[src/rtl/axilite_slave_test_pkg.sv]
// Shared AXI-lite response codes plus LFSR helpers for the AXI-lite write-sequence checker.
package axilite_slave_test_pkg;

    localparam logic [1:0]  AXI_RESP_OKAY   = 2'b00;
    localparam logic [1:0]  AXI_RESP_SLVERR = 2'b10;

    localparam logic [15:0] LFSR_SEED = 16'hACE1;

    // Fibonacci form of x^16 + x^14 + x^13 + x^11 + 1, shifting right.
    function automatic logic [15:0] lfsr_next(input logic [15:0] s);
        return {s[0] ^ s[2] ^ s[3] ^ s[5], s[15:1]};
    endfunction

endpackage

[src/rtl/axilite_test_lfsr.sv]
// Free-running 16-bit LFSR used to throttle the checker's AW/W readies.
module axilite_test_lfsr
    import axilite_slave_test_pkg::*;
(
    input  logic        clk,
    input  logic        rst,
    output logic [15:0] lfsr_o
);

    logic [15:0] lfsr_q;
    logic [15:0] lfsr_d;

    assign lfsr_d = lfsr_next(lfsr_q);
    assign lfsr_o = lfsr_q;

    always_ff @(posedge clk) begin
        if (rst) begin
            lfsr_q <= LFSR_SEED;
        end else begin
            lfsr_q <= lfsr_d;
        end
    end

endmodule

[config.mk]
export PLATFORM = sky130hd
export DESIGN_NAME = axilite_test_lfsr
export DESIGN_NICKNAME = d
export VERILOG_FILES = /design/src/rtl/axilite_slave_test_pkg.sv /design/src/rtl/axilite_test_lfsr.sv
export SDC_FILE = /design/constraint.sdc
export NUM_CORES = 1
export LEC_CHECK = 0
export ABC_AREA = 1
export CORE_MARGIN = 2
export CORE_UTILIZATION = 39
export DETAILED_ROUTE_END_ITERATION = 8
export GPL_ROUTABILITY_DRIVEN = 1
export PLACE_DENSITY = 0.78
export SLEW_MARGIN = 20
export SYNTH_ARGS = -nofsm -noshare
export SYNTH_HDL_FRONTEND = slang
export SYNTH_SLANG_ARGS = --single-unit
[constraint.sdc]
create_clock -name clk -period 0.8 [get_ports clk]
set_input_delay 0.2 -clock clk [delete_from_list [all_inputs] [get_ports clk]]
set_output_delay 0.2 -clock clk [all_outputs]
set_load 0.01 [all_outputs]
==> metrics, run 1 <==
Mean Syn Cell Area=approximately 8.5 sq um; share of layout cells above drive strength 1=0.575; CP top delay family=flip-flops; max_slew headroom=0.899; die width=approximately 44 um; ANT cells=0; Max stage delay cell, worst path=dfxtp_2; commonest non-fill, non-tap cell in the layout=buf_6; unrepaired setup endpoints after global routing=true; filler instances=157; Worst-Margin Slew=approximately 0.15 ns; CTS sink cnt=16; antenna viol nets, final=0; P&R area growth vs syn=35.9%; FP Rows=14; core area=~1500 sq um; power per cell area=2010 nW/um^2; total gr overflow=0; commonest non-fill, non-tap cells in the layout=buf_6 (17), dfxtp_2 (16), nand2_1 (14); initial antenna violation count=0; Mapped Cells=72; Worst setup EP type=output pin; Power, Total=1670 uW; Routed met3 length=48 um; worst path cell trace=buf_6; Yosys reg bits=16; max incr delay on CP=0.34 ns; f_max=1070 MHz; Synth cell types=8; pin count of the biggest net entering global routing=10; Area after DPL=732 sq um; sequential area share after synthesis=0.522; drt total wl=1.01 mm; Total Routing Usage GR=0.134; Final GP Congestion=0.769; Total Nets Final=90; VDD IR max=0.00130 V; synthesized area=613 sq um; Final Cell Area=833 sq um; via count=434; port bufs=17; Mapped Nets=74; post-route setup slack=-0.131 ns; setup_tns=-2.10 ns; Worst-path clk slew=about 0.090 ns; vias in the first global route=between 400 and 500; drt pass-1 iters=2; IO Pins=18; type of origin of the critical path=flop; status=complete, but fails checks; DIE HEIGHT=43.7 um; H-tree levels=1; Max Used Layer=met4; DR WL met2=492 um; DRC=0; Initial Util=0.412; final core utilization=0.560; failing checks=setup timing; post-synth top area share=0.522; deepest clock path buffer count=2; Tcrit/Tclk final=1.16; Starting DRT DRC Count=2; worst clock skew=approximately 0.0035 ns; YS warnings=0; Hold Crit Class=in2reg; M1 WL=around 450 um; post-layout minimum cycle time=0.931 ns; vias per inst=4.21; post-place setup slack=-0.325 ns; Largest register FFs=16; final hold vios=0; Die ar.=1910 sq um; clk_lat worst skew=around 0.28 ns; leakage=around 0.00043 uW; global-route wire length before repair=1.81 mm; fin. max-slew vios=0; maximum capacitance violations=0; Setup-failing EPs final=17; post-DP HPWL=678 um; Setup Crit Path Kind=reg2out; CP Max Fanout=2; WP buf/inv=1; routed len/inst=9.83 um; CTS tree=built; cell type with the largest total area after synthesis=dfxtp_1; largest cells by area after synthesis=dfxtp_1 (52%), buf_4 (18%), nand2_1 (8.6%), or2_1 (7.1%), inv_1 (6.1%); required time of the critical path=about 0.60 ns; Root Buffer=clkbuf_4; CTS buffer count=3; Crit path arrival time=between 0.7 and 0.8 ns
logic make-up after synthesis:
family                 after synthesis  synth area share
AND/OR/NAND/NOR                     30             0.214
flip-flops                          16             0.522
buffers and inverters               26             0.263
power breakdown:
part | switching [uW] | internal, uW
Sequential | 33.2 | 858
Combinational | 101 | 155
Clock | 251 | 277
Total | 384 | 1290
cell type report:
type	count	area (sq um)	share of cell area
Clock buffer	4	36.3	0.0435
Inverter	10	37.5	0.0450
Sequential cell	16	340	0.408
Timing Repair Buffer	27	265	0.318
Tap cell	16	20.0	0.0240
Multi-Input combinational cell	30	134	0.161
stage by stage:
stage / hold WS [ns] / std cells
floorplan: 0.300 / 72
global placement: 0.415 / 96
detailed placement: 0.412 / 96
CTS: 0.379 / 103
global route: 0.422 / 103
finish: 0.390 / 103
final timing paths:
check,depth (start not counted),to,start,slack (ns)
max reg2reg,6,lfsr_o[15],lfsr_o[5],-0.07
min reg2reg,2,lfsr_o[8],lfsr_o[9],0.43
min,3,lfsr_o[7],rst,0.39
max,1,lfsr_o[13],lfsr_o[13],-0.13
synthesized netlist by cell type:
cell,count
nand2_1,14
or2_1,7
buf_6,1
inv_1,10
nand3_1,1
nor2_1,8
buf_4,15
dfxtp_1,16
routing by layer:
metal	vias to the layer above	track usage
met3	4	0.0250
met1	195	0.172
met5	-	0
met4	0	0.0909
li1	221	-
met2	14	0.203
timing repair:
action / in CTS / in global routing
hold buffers: 0 / 0
cloned: 1 / 0
setup endpoints to repair: 23 / 18
resized for setup: 100 / 2
buffers inserted: 2 / 0
No activity file was read; power rests on OpenSTA's default activity.
==> run 2, diff against run 1 <==
--- a/config.mk
+++ b/config.mk
@@ -8,8 +8,10 @@
 export ABC_AREA = 1
 export CORE_MARGIN = 2
 export CORE_UTILIZATION = 39
+export CTS_BUF_LIST = sky130_fd_sc_hd__clkbuf_16
 export DETAILED_ROUTE_END_ITERATION = 8
 export GPL_ROUTABILITY_DRIVEN = 1
+export GPL_TIMING_DRIVEN = 0
 export PLACE_DENSITY = 0.78
 export SLEW_MARGIN = 20
 export SYNTH_ARGS = -nofsm -noshare
==> run 2 against run 1 <==
Net effect: the run still ends with setup timing left; critical path depth is 1 higher; sequential share of layout area decreased by 2.8 points; final cell count is 0.97% higher; count of clock-buffer cells in the layout decreased by 1.
==> metrics, run 2 (synthesis gave the netlist of run 1 again) <==
CTS buffer count=3 (unchanged); Setup-failing EPs final=17 (unchanged); Critical path origin=lfsr_o[5] (was lfsr_o[13]); RR Endpoint=lfsr_o[15] (unchanged); clock share of power=0.452 (was 0.315); share of layout cells above drive strength 1=0.545 (was 0.575); Setup Crit Path Kind=reg2out (unchanged); DIE HEIGHT=43.7 um (unchanged); deepest clock path buffer count=2 (unchanged); FF-to-FF path depth=6 (unchanged); Internal Dissipation=1680 uW (was 1290 uW); commonest non-fill, non-tap cell in the layout=buf_6 (unchanged); Final Cell Area=895 sq um (was 833 sq um); combinational power share=0.124 (was 0.153); drt total wl=983 um (was 1.01 mm); required time of the critical path=0.60 ns (about the same); switching power=430 uW (was 384 uW); VDD IR max=0.00125 V (was 0.00130 V); CTS sink cnt=16 (unchanged); power per cell area=2360 nW/um^2 (was 2010 nW/um^2); Largest register FFs=16 (unchanged); clk_lat worst skew=0.24 ns (was 0.28 ns); initial antenna violation count=0 (unchanged); Total Nets Final=91 (was 90); Tcrit/Tclk final=1.22 (was 1.16); vias per inst=4.20 (was 4.21); unrepaired setup endpoints after global routing=true (unchanged); type of origin of the critical path=flop (unchanged); filler instances=144 (was 157); antenna viol nets, final=0 (unchanged); Starting DRT DRC Count=7 (was 2); Worst-path clk slew=0.05 ns (was 0.09 ns); drt pass-1 iters=2 (unchanged); worst clock skew=0.000846 ns (was 0.00351 ns); ANT cells=0 (unchanged); Worst setup EP type=output pin (unchanged); routed len/inst=9.45 um (was 9.83 um); f_max=1030 MHz (was 1070 MHz); DRC=0 (unchanged); sequential power share=0.424 (was 0.532); Area after DPL=803 sq um (was 732 sq um); CP top delay family=flip-flops (unchanged); Max stage delay cell, worst path=dfxtp_2 (unchanged); via count=437 (was 434); Root Buffer=clkbuf_16 (was clkbuf_4); die width=43.7 um (unchanged); r2r startpoint=lfsr_o[2] (was lfsr_o[5]); Worst Hold Path Cells=2 (was 3); core area=1490 sq um (unchanged); post-DP HPWL=712 um (was 678 um); CP Max Fanout=2 (unchanged); CP Depth=2 (was 1); post-layout minimum cycle time=0.974 ns (was 0.931 ns); max_slew headroom=0.875 (was 0.899); final hold vios=0 (unchanged); H-tree levels=1 (unchanged); fin. max-slew vios=0 (unchanged); leakage=0.000456 uW (was 0.000429 uW); Hold Crit Class=in2reg (unchanged); global-route wire length before repair=1.74 mm (was 1.81 mm); status=complete, but fails checks (unchanged); Placed Cells=105 (was 96); Worst-Margin Slew=0.188 ns (was 0.152 ns); post-route setup slack=-0.174 ns (was -0.131 ns); WP buf/inv=2 (was 1); Fin Hold WS=0.406 ns (was 0.390 ns); FP Rows=14 (unchanged); crit path to=lfsr_o[5] (was lfsr_o[13]); max incr delay on CP=0.32 ns (was 0.34 ns); pin count of the biggest net entering global routing=11 (was 10); IO Pins=18 (unchanged); failing checks=setup timing (unchanged); Final GP Congestion=0.720 (was 0.769); Sw Ratio=0.203 (was 0.230); vias in the first global route=433 (was 412); commonest non-fill, non-tap cells in the layout=buf_6 (20), dfxtp_2 (16), nand2_1 (14) (was buf_6 (17), dfxtp_2 (16), nand2_1 (14)); worst path cell trace=buf_6 > buf_6 (was buf_6); total gr overflow=0 (unchanged); Crit path arrival time=0.77 ns (was 0.73 ns); CTS tree=built (unchanged); Most Frequent Cell on Critical Path=buf_6; port bufs=17 (unchanged); Die ar.=1910 sq um (unchanged); Initial Util=0.412 (unchanged); Total Routing Usage GR=0.129 (was 0.134); final cell count without fillers=104 (was 103); P&R area growth vs syn=45.9% (was 35.9%); reg-to-reg setup timing slack=-0.05 ns (was -0.07 ns); maximum capacitance violations=0 (unchanged)
==> run 2: changes by cell type in the layout (fill, tap and decap cells not counted) <==
cell,previous run,this run
nor2_2,1,0
inv_2,3,2
clkinv_1,0,1
nor2_1,7,8
buf_2,1,0
buf_4,8,7
clkbuf_4,3,0
buf_6,17,20
clkbuf_8,1,0
clkbuf_16,0,3
inv_1,7,8
==> run 2: per-stage QoR <==
stage / TNS (ns) / utilization / setup slack (ns) / total power, uW
global route: -1.93 / 0.601 / -0.199 / 2210
detailed placement: -10.25 / 0.539 / -0.405 / 1160
CTS: -2.27 / 0.649 / -0.180 / 2190
floorplan: 0 / - / 0.0372 / 1040
finish: -1.51 / 0.601 / -0.174 / 2110
global placement: -10.47 / 0.539 / -0.429 / 1160
==> run 2: how the worst min path moves through the flow <==
stage / endpoint / start
after floorplan: lfsr_o[0] / rst
after global placement: lfsr_o[8] / lfsr_o[9]
final: lfsr_o[5] / rst
after global routing: lfsr_o[6] / rst
after CTS: lfsr_o[5] / rst
after detailed placement: lfsr_o[12] / lfsr_o[13]
==> run 2: final cells by class <==
cell class,instances,area (sq um),share of cell area
Clock inverter,1,3.75,0.00420
Tap cell,16,20.0,0.0224
Clock buffer,3,75.1,0.0839
Buffer,4,45.0,0.0503
Multi-Input combinational cell,30,131,0.147
Sequential cell,16,340,0.380
Inverter,10,37.5,0.0420
Timing Repair Buffer,24,241,0.270
==> run 2: timing repair <==
| action | in CTS | in global routing |
|---|---|---|
| hold buffers | 0 | 0 |
| buffers inserted | 6 | 1 |
| pin swaps | 0 | 0 |
| setup endpoints to repair | 32 | 17 |
| resized for setup | 108 | 1 |
==> run 2: power groups by stage <==
stage	logic, uW	clock network (uW)	registers (uW)
CTS	308	984	893
finish	262	957	895
floorplan	152	0	889
detailed placement	269	0	895
global route	286	1020	903
global placement	263	0	893
==> run 2: layer usage <==
| metal | track usage | share of wire | vias to the layer above |
|---|---|---|---|
| met1 | 0.154 | 0.43 | 197 |
| met3 | 0.0500 | 0.062 | 2 |
| met4 | 0.0727 | 0.021 | 0 |
| met2 | 0.197 | 0.49 | 15 |
| met5 | 0 | 0 | - |
| li1 | - | - | 223 |
==> run 2: worst register-to-register path: stages, from the launching register on <==
cell	delay [ns]
dfxtp_2	0.32
buf_4	0.13
inv_1	0.09
nand2_1	0.06
nand2_1	0.07
nand2_1	0.05
nand3_1	0.07
